--- src/rtl/result_checker_pkg.sv ---
// result_checker_pkg
// Shared definitions for the result checker: FSM state encoding, default
// window/stop addresses, timeout length and byte-lane geometry.
package result_checker_pkg;

  typedef enum logic [1:0] {
    ST_RUN   = 2'd0,
    ST_CHECK = 2'd1,
    ST_DONE  = 2'd2
  } state_t;

  localparam logic [31:0] DEF_BASE_ADDR      = 32'h0000_0100;
  localparam logic [31:0] DEF_STOP_ADDR      = 32'h0000_01FC;
  localparam int          DEF_TIMEOUT_CYCLES = 300;

  localparam int LANE_W    = 8;
  localparam int NUM_LANES = 4;

endpackage

--- src/rtl/result_checker_slot_reg.sv ---
// result_slot_reg
// One 32-bit result slot: byte-lane merging register plus a sticky
// "written" flag. Lanes not enabled keep their previous contents.
// Ports:
//   clk, rst_n  clock, synchronous active-low reset
//   i_wen       per-lane write enables (already qualified by slot select)
//   i_wdata     write data
//   o_data      stored value
//   o_written   set once any lane has been written since reset
module result_slot_reg
  import result_checker_pkg::*;
(
  input  logic        clk,
  input  logic        rst_n,
  input  logic [3:0]  i_wen,
  input  logic [31:0] i_wdata,
  output logic [31:0] o_data,
  output logic        o_written
);

  logic [31:0] r_data;
  logic        r_written;

  always_ff @(posedge clk) begin
    if (!rst_n) begin
      r_data    <= '0;
      r_written <= 1'b0;
    end else begin
      for (int k = 0; k < NUM_LANES; k++) begin
        if (i_wen[k]) r_data[LANE_W*k +: LANE_W] <= i_wdata[LANE_W*k +: LANE_W];
      end
      if (|i_wen) r_written <= 1'b1;
    end
  end

  assign o_data    = r_data;
  assign o_written = r_written;

endmodule

--- config.mk ---
export PLATFORM = sky130hd
export DESIGN_NAME = result_slot_reg
export DESIGN_NICKNAME = d
export VERILOG_FILES = /design/src/rtl/result_checker_pkg.sv /design/src/rtl/result_checker_slot_reg.sv
export SDC_FILE = /design/constraint.sdc
export NUM_CORES = 1
export LEC_CHECK = 0
export CAP_MARGIN = 20
export CORE_UTILIZATION = 40
export CTS_CLUSTER_SIZE = 20
export DETAILED_ROUTE_END_ITERATION = 8
export GPL_TIMING_DRIVEN = 0
export MAX_ROUTING_LAYER = met4
export PLACE_DENSITY = 0.95
export SYNTH_ARGS = -nofsm -noshare
export SYNTH_HDL_FRONTEND = slang
export SYNTH_SLANG_ARGS = --single-unit
--- constraint.sdc ---
create_clock -name clk -period 1.7 [get_ports clk]
set_input_delay 0.34 -clock clk [delete_from_list [all_inputs] [get_ports clk]]
set_output_delay 0.34 -clock clk [all_outputs]
set_load 0.03 [all_outputs]
# After elaboration in Yosys (flattened, before gate mapping)
# Cells that the tools add are included.
[word_totals] ff_bits=33 inputBits=38 elab_cells=6
[op_classes] n_reduce_logical=1
[op_table] cell="OR reduction 4 bit" n=1

# Logic depth before layout (Yosys ltp)
[depth] ltp_word=1 depth_mapped=3 depth_no_buf=2

# Worst setup path before layout
# No wires, ideal clock.
[synth_timing] kind="input to register" from="input i_wen[1]" to="register r_written (netlist: o_written)" arrival_ns=1.144 path_slack_ns=0.442 cell_stages=3 n_path_buf=1 cell_sequence="buf_2 -> or4_1 -> o21a_1"
[synth_via] elab_chain_len=1
[synth_rtl] element="start: declaration" line_no="result_checker_slot_reg.sv:15" rtl="input logic [3:0] i_wen,"
[synth_rtl] element="OR reduction 4 bit" line_no="result_checker_slot_reg.sv:32" rtl="if (|i_wen) r_written <= 1'b1;"
[synth_rtl] element="end signal: assignment" line_no="result_checker_slot_reg.sv:27" rtl="r_written <= 1'b0;"
[synth_rtl] element="end signal: assignment" line_no="result_checker_slot_reg.sv:32"
[synth_rtl] element="end: declaration" line_no="result_checker_slot_reg.sv:22" rtl="logic r_written;"
# Every way passes these cells.
# A chain may end at the register's enable or synchronous reset.

# Worst setup path after layout
[layout_timing] from="register r_data[24] (netlist: o_data[24])" to="output o_data[24]"
[layout_lines] element="start: declaration" line_no="result_checker_slot_reg.sv:21" rtl="logic [31:0] r_data;"
[layout_lines] element="start signal: indexed assignment" line_no="result_checker_slot_reg.sv:30" rtl="if (i_wen[k]) r_data[LANE_W*k +: LANE_W] <= i_wdata[LANE_W*k +: LANE_W];"
[layout_lines] element="end: declaration" line_no="result_checker_slot_reg.sv:17" rtl="output logic [31:0] o_data,"
# No word-level cell between the ends.

==> results.txt <==
- The run finished, with violations left.
- Violations in the final reports: DRC
- The share of total power dissipated in sequential elements is 0.526.
- Global routing usage summed across all routing layers: 0.1922
* Post-route fraction of the period consumed by the critical path: 0.8422
- In this run the static leakage power is roughly 0.0011 uW.
- Clock transition at path regs: 90 ps
- After layout, the worst setup slack is 268.3 ps.
- CP Launch Type: register
* Most frequently used cell type in the post-synthesis netlist: dfxtp_1
* Antenna-violating nets left: 0
- Setup-violating endpoint count in the final report: 0
- In the final layout, the share of cells above drive strength 1 is 0.05000.
- Filler cell count: 237
* Number of buffers inserted by post-CTS setup repair: 0
* Post-synthesis average cell area: 11.70 um2
* Number of synthesized register bits: 33
- The count of final hold-check violations is 0.
- Global routing finished with a remaining overflow of 0.
- Clock latency on the worst-skew pair, taken at its later pin, is 320 ps.
- At the pin with the least slew margin, the transition time is 339.2 ps.
* Cell count after placement: 203
- Boundary pin count: 71
* Terminus of the critical flop-to-flop path: o_data[8]$_SDFFE_PN0P_
* P_int: 1165 uW
* Worst Setup Slack post-DPL: 233.2 ps
- Across all register-to-register paths, the minimum setup slack is 1050 ps.
- The finished cells cover 0.001999 mm2.
- Switch Pwr: 431.8 uW
- Area of the core region: between 0.002 and 0.003 mm2
- Combinational cell fraction of total power: 0.224
- Clock Sink Count: 33
* Hold/Removal Path Class: primary input to register
- Share of flip-flops with an asynchronous set or reset: 0
* Highest cell delay on the worst timing path: 410 ps
* Critical path cell sequence: dlygate4sd2_1
- The share of synthesized area in the top cell type comes to 0.5328.
- Number of stages on the worst setup path: 1
* Maximum number of buffers from clock root to sink: 2
- Static timing analysis puts the maximum clock frequency at between 600 and 700 MHz.
* Initial antenna violation count: 0
- Clock Power Share: 0.250
* Area added between synthesis and finish: 61.25%
- Cell area after synthesis: 0.001240 mm2
- Subtracting the final worst setup slack from the clock period gives between 1000 and 1500 ps.
* Adder and majority gate portion of the synthesized area: 0
* Compound-cell area share of the yosys netlist: 0.006054
- Global-route wire length before repair: approximately 4500 um
* Final wirelength: 2920 um
* Count of hold-fix buffers inserted at cts: 0
- Maximum level of the CTS H-tree: 2
* Number of buffers inserted during clock tree synthesis: 5
- Maximum capacitance violations: 0
- Setup Skew: 0 ps
* Largest net degree at the start of global routing: 11
* Total cell area at the placement stage: about 0.0019 mm2
- Measured along the y axis, the die boundary spans 57.68 um.
* Worst reg-to-reg path cell count: 2
- Most common library cells after synthesis: dfxtp_1, mux2i_1, nor2b_1
- In the final design database the tool counted ~220 nets.
- Unique cell type count in the Yosys netlist: 8
- The worst register-to-register path begins at o_data[8]$_SDFFE_PN0P_.
- The first detailed-routing pass ran for 5 iterations.
* Basic-gate share of the synthesized area counting and, or, nand and nor cells: 0.1675
- Of the synthesized area, sequential elements account for 0.5328.
- In this run the tightest slew margin relative to its limit is 0.7735.
- Switching part of the total power: 0.2704
* Sum of negative setup slack: 0 ps
* Count of antenna diodes in the layout: 0
- In the routed design, unresolved DRC markers number 6.
- Peak supply drop: 0.5124 mV
- For this design the ratio of total power to cell area is 798.6 mW/mm2.
- Count of port buffers added during placement: 66
* Die Outline Area: 0.003326 mm2
- In this run the worst setup path terminates at o_data[24].
- The via count of the first global-routing pass was about 1000.
- Summing internal, switching and leakage power gives 1597 uW.
- Cell types with the largest area share after synthesis: dfxtp_1, mux2i_1, nor2b_1
- In this run the horizontal extent of the chip is 57.68 um.
- Count of synthesis-stage warnings from yosys: 0
* Critical path endpoint category: primary output
- Placement row count: 19
- Cell class contributing the biggest share of worst-path delay: buffers and inverters
* Launch point of the worst path: o_data[24]$_SDFFE_PN0P_
* Post-synth top flop: dfxtp_1
- RSZ-0062 raised after global routing: no
- The finished layout holds between 200 and 250 standard cells, fillers aside.
- TritonCTS built the clock tree.
* Ratio of routed vias to standard cells: 4.626
* Pins over their slew limit: 0
* CP Max Fanout: 2
- The tree is rooted in a clkbuf_4.
- Data on the critical path arrives at its endpoint at 1090 ps.
* Post-synthesis net count: around 140
* Mux share of post-synthesis cell area: 0.2583
- Cell type contributing the most total cell area after synthesis: dfxtp_1
- Yosys mapped a number of flops with a built-in enable equal to 0.
- Routed WL per cell: between 10 and 15 um
* Gpl congestion: 0.7245
- Synthesis handed over a netlist of 106 instances.
* Detail Placement HPWL: roughly 2300 um
- Starting Density: 0.4346
- Data on the critical path is required at its endpoint by 1360 ps.
- After synthesis, the largest family of logic cells by area is multiplexers.
* Synthesized-area fraction occupied by xor and xnor cells: 0
- The final route contains 976 vias.
* Kind of critical path: register to primary output
* Critical Path Slowest Stage Cell: dlygate4sd2_1
* Combined buffer and inverter count along the critical path: 1
- Initial DRC count: 20
[sequential cells by signal (all words and copies together) (netlist names)]
register   flops
o_data        32
o_written      1
[area by class of cell]
type	count	area [um2]	area share
repair buffers	66	671.9	0.3360
flip-flops and latches	33	660.6	0.3304
multi-input cells	66	535.5	0.2678
clock buffers	8	48.80	0.02441
plain buffers	7	43.79	0.02190
well taps	31	38.79	0.01940
[cell usage in the layout, fill, tap and decap left out]
cell | netlist | final
dlymetal6s2s_1 | 0 | 14
dfxtp_1 | 33 | 33
or4_1 | 1 | 1
buf_2 | 2 | 2
clkbuf_4 | 0 | 5
mux2i_1 | 32 | 32
buf_6 | 2 | 2
dlygate4sd2_1 | 0 | 19
nor2b_1 | 32 | 32
o21a_1 | 1 | 1
clkdlybuf4s50_1 | 0 | 33
clkbuf_1 | 3 | 6
[layer usage]
layer | wire [um] | GRT usage | share of wire
met2 | 1495 | 0.3355 | 0.51
met4 | 53 | 0.08163 | 0.018
met1 | 1140 | 0.1897 | 0.39
met5 | 0 | - | 0
met3 | 230 | 0.07589 | 0.079
[power by group through the flow]
stage | registers, uW | logic, uW | clock network, uW
6_report | 841 | 357 | 399
5_1_grt | 846 | 378 | 467
4_1_cts | 842 | 364 | 420
3_5_place_dp | 861 | 381 | 0
3_3_place_gp | 857 | 372 | 0
2_1_floorplan | 950 | 102 | 0
[cells by family (layout without fill, tap and decap cells)]
logic type | after synthesis | after routing
AOI/OAI and AO/OA | 1 | 1
buffers and inverters | 7 | 81
DFF | 33 | 33
muxes | 32 | 32
and+or+nand+nor | 33 | 33
[worst min path at each step]
stage,startpoint,endpoint,cells past startpoint
floorplan,rst_n,o_data[15]$_SDFFE_PN0P_,1
global placement,o_written$_SDFFE_PN0P_,o_written$_SDFFE_PN0P_,1
detailed placement,o_written$_SDFFE_PN0P_,o_written$_SDFFE_PN0P_,1
CTS,i_wen[2],o_data[21]$_SDFFE_PN0P_,3
global route,i_wen[2],o_data[21]$_SDFFE_PN0P_,3
finish,i_wen[2],o_data[21]$_SDFFE_PN0P_,3
[through the flow]
step                hold slack, ps    util
floorplan                    468.2       -
global placement             448.6  0.6798
detailed placement           454.5  0.6798
CTS                          338.8  0.6886
global route                 343.6  0.7009
finish                       355.5  0.7009
[repair_timing]
action                                  4_1_cts  5_1_grt
pin swaps                                     0        0
resized for setup                            19       14
endpoints found under the setup margin       19       14
No activity file was read; power rests on OpenSTA's default activity.
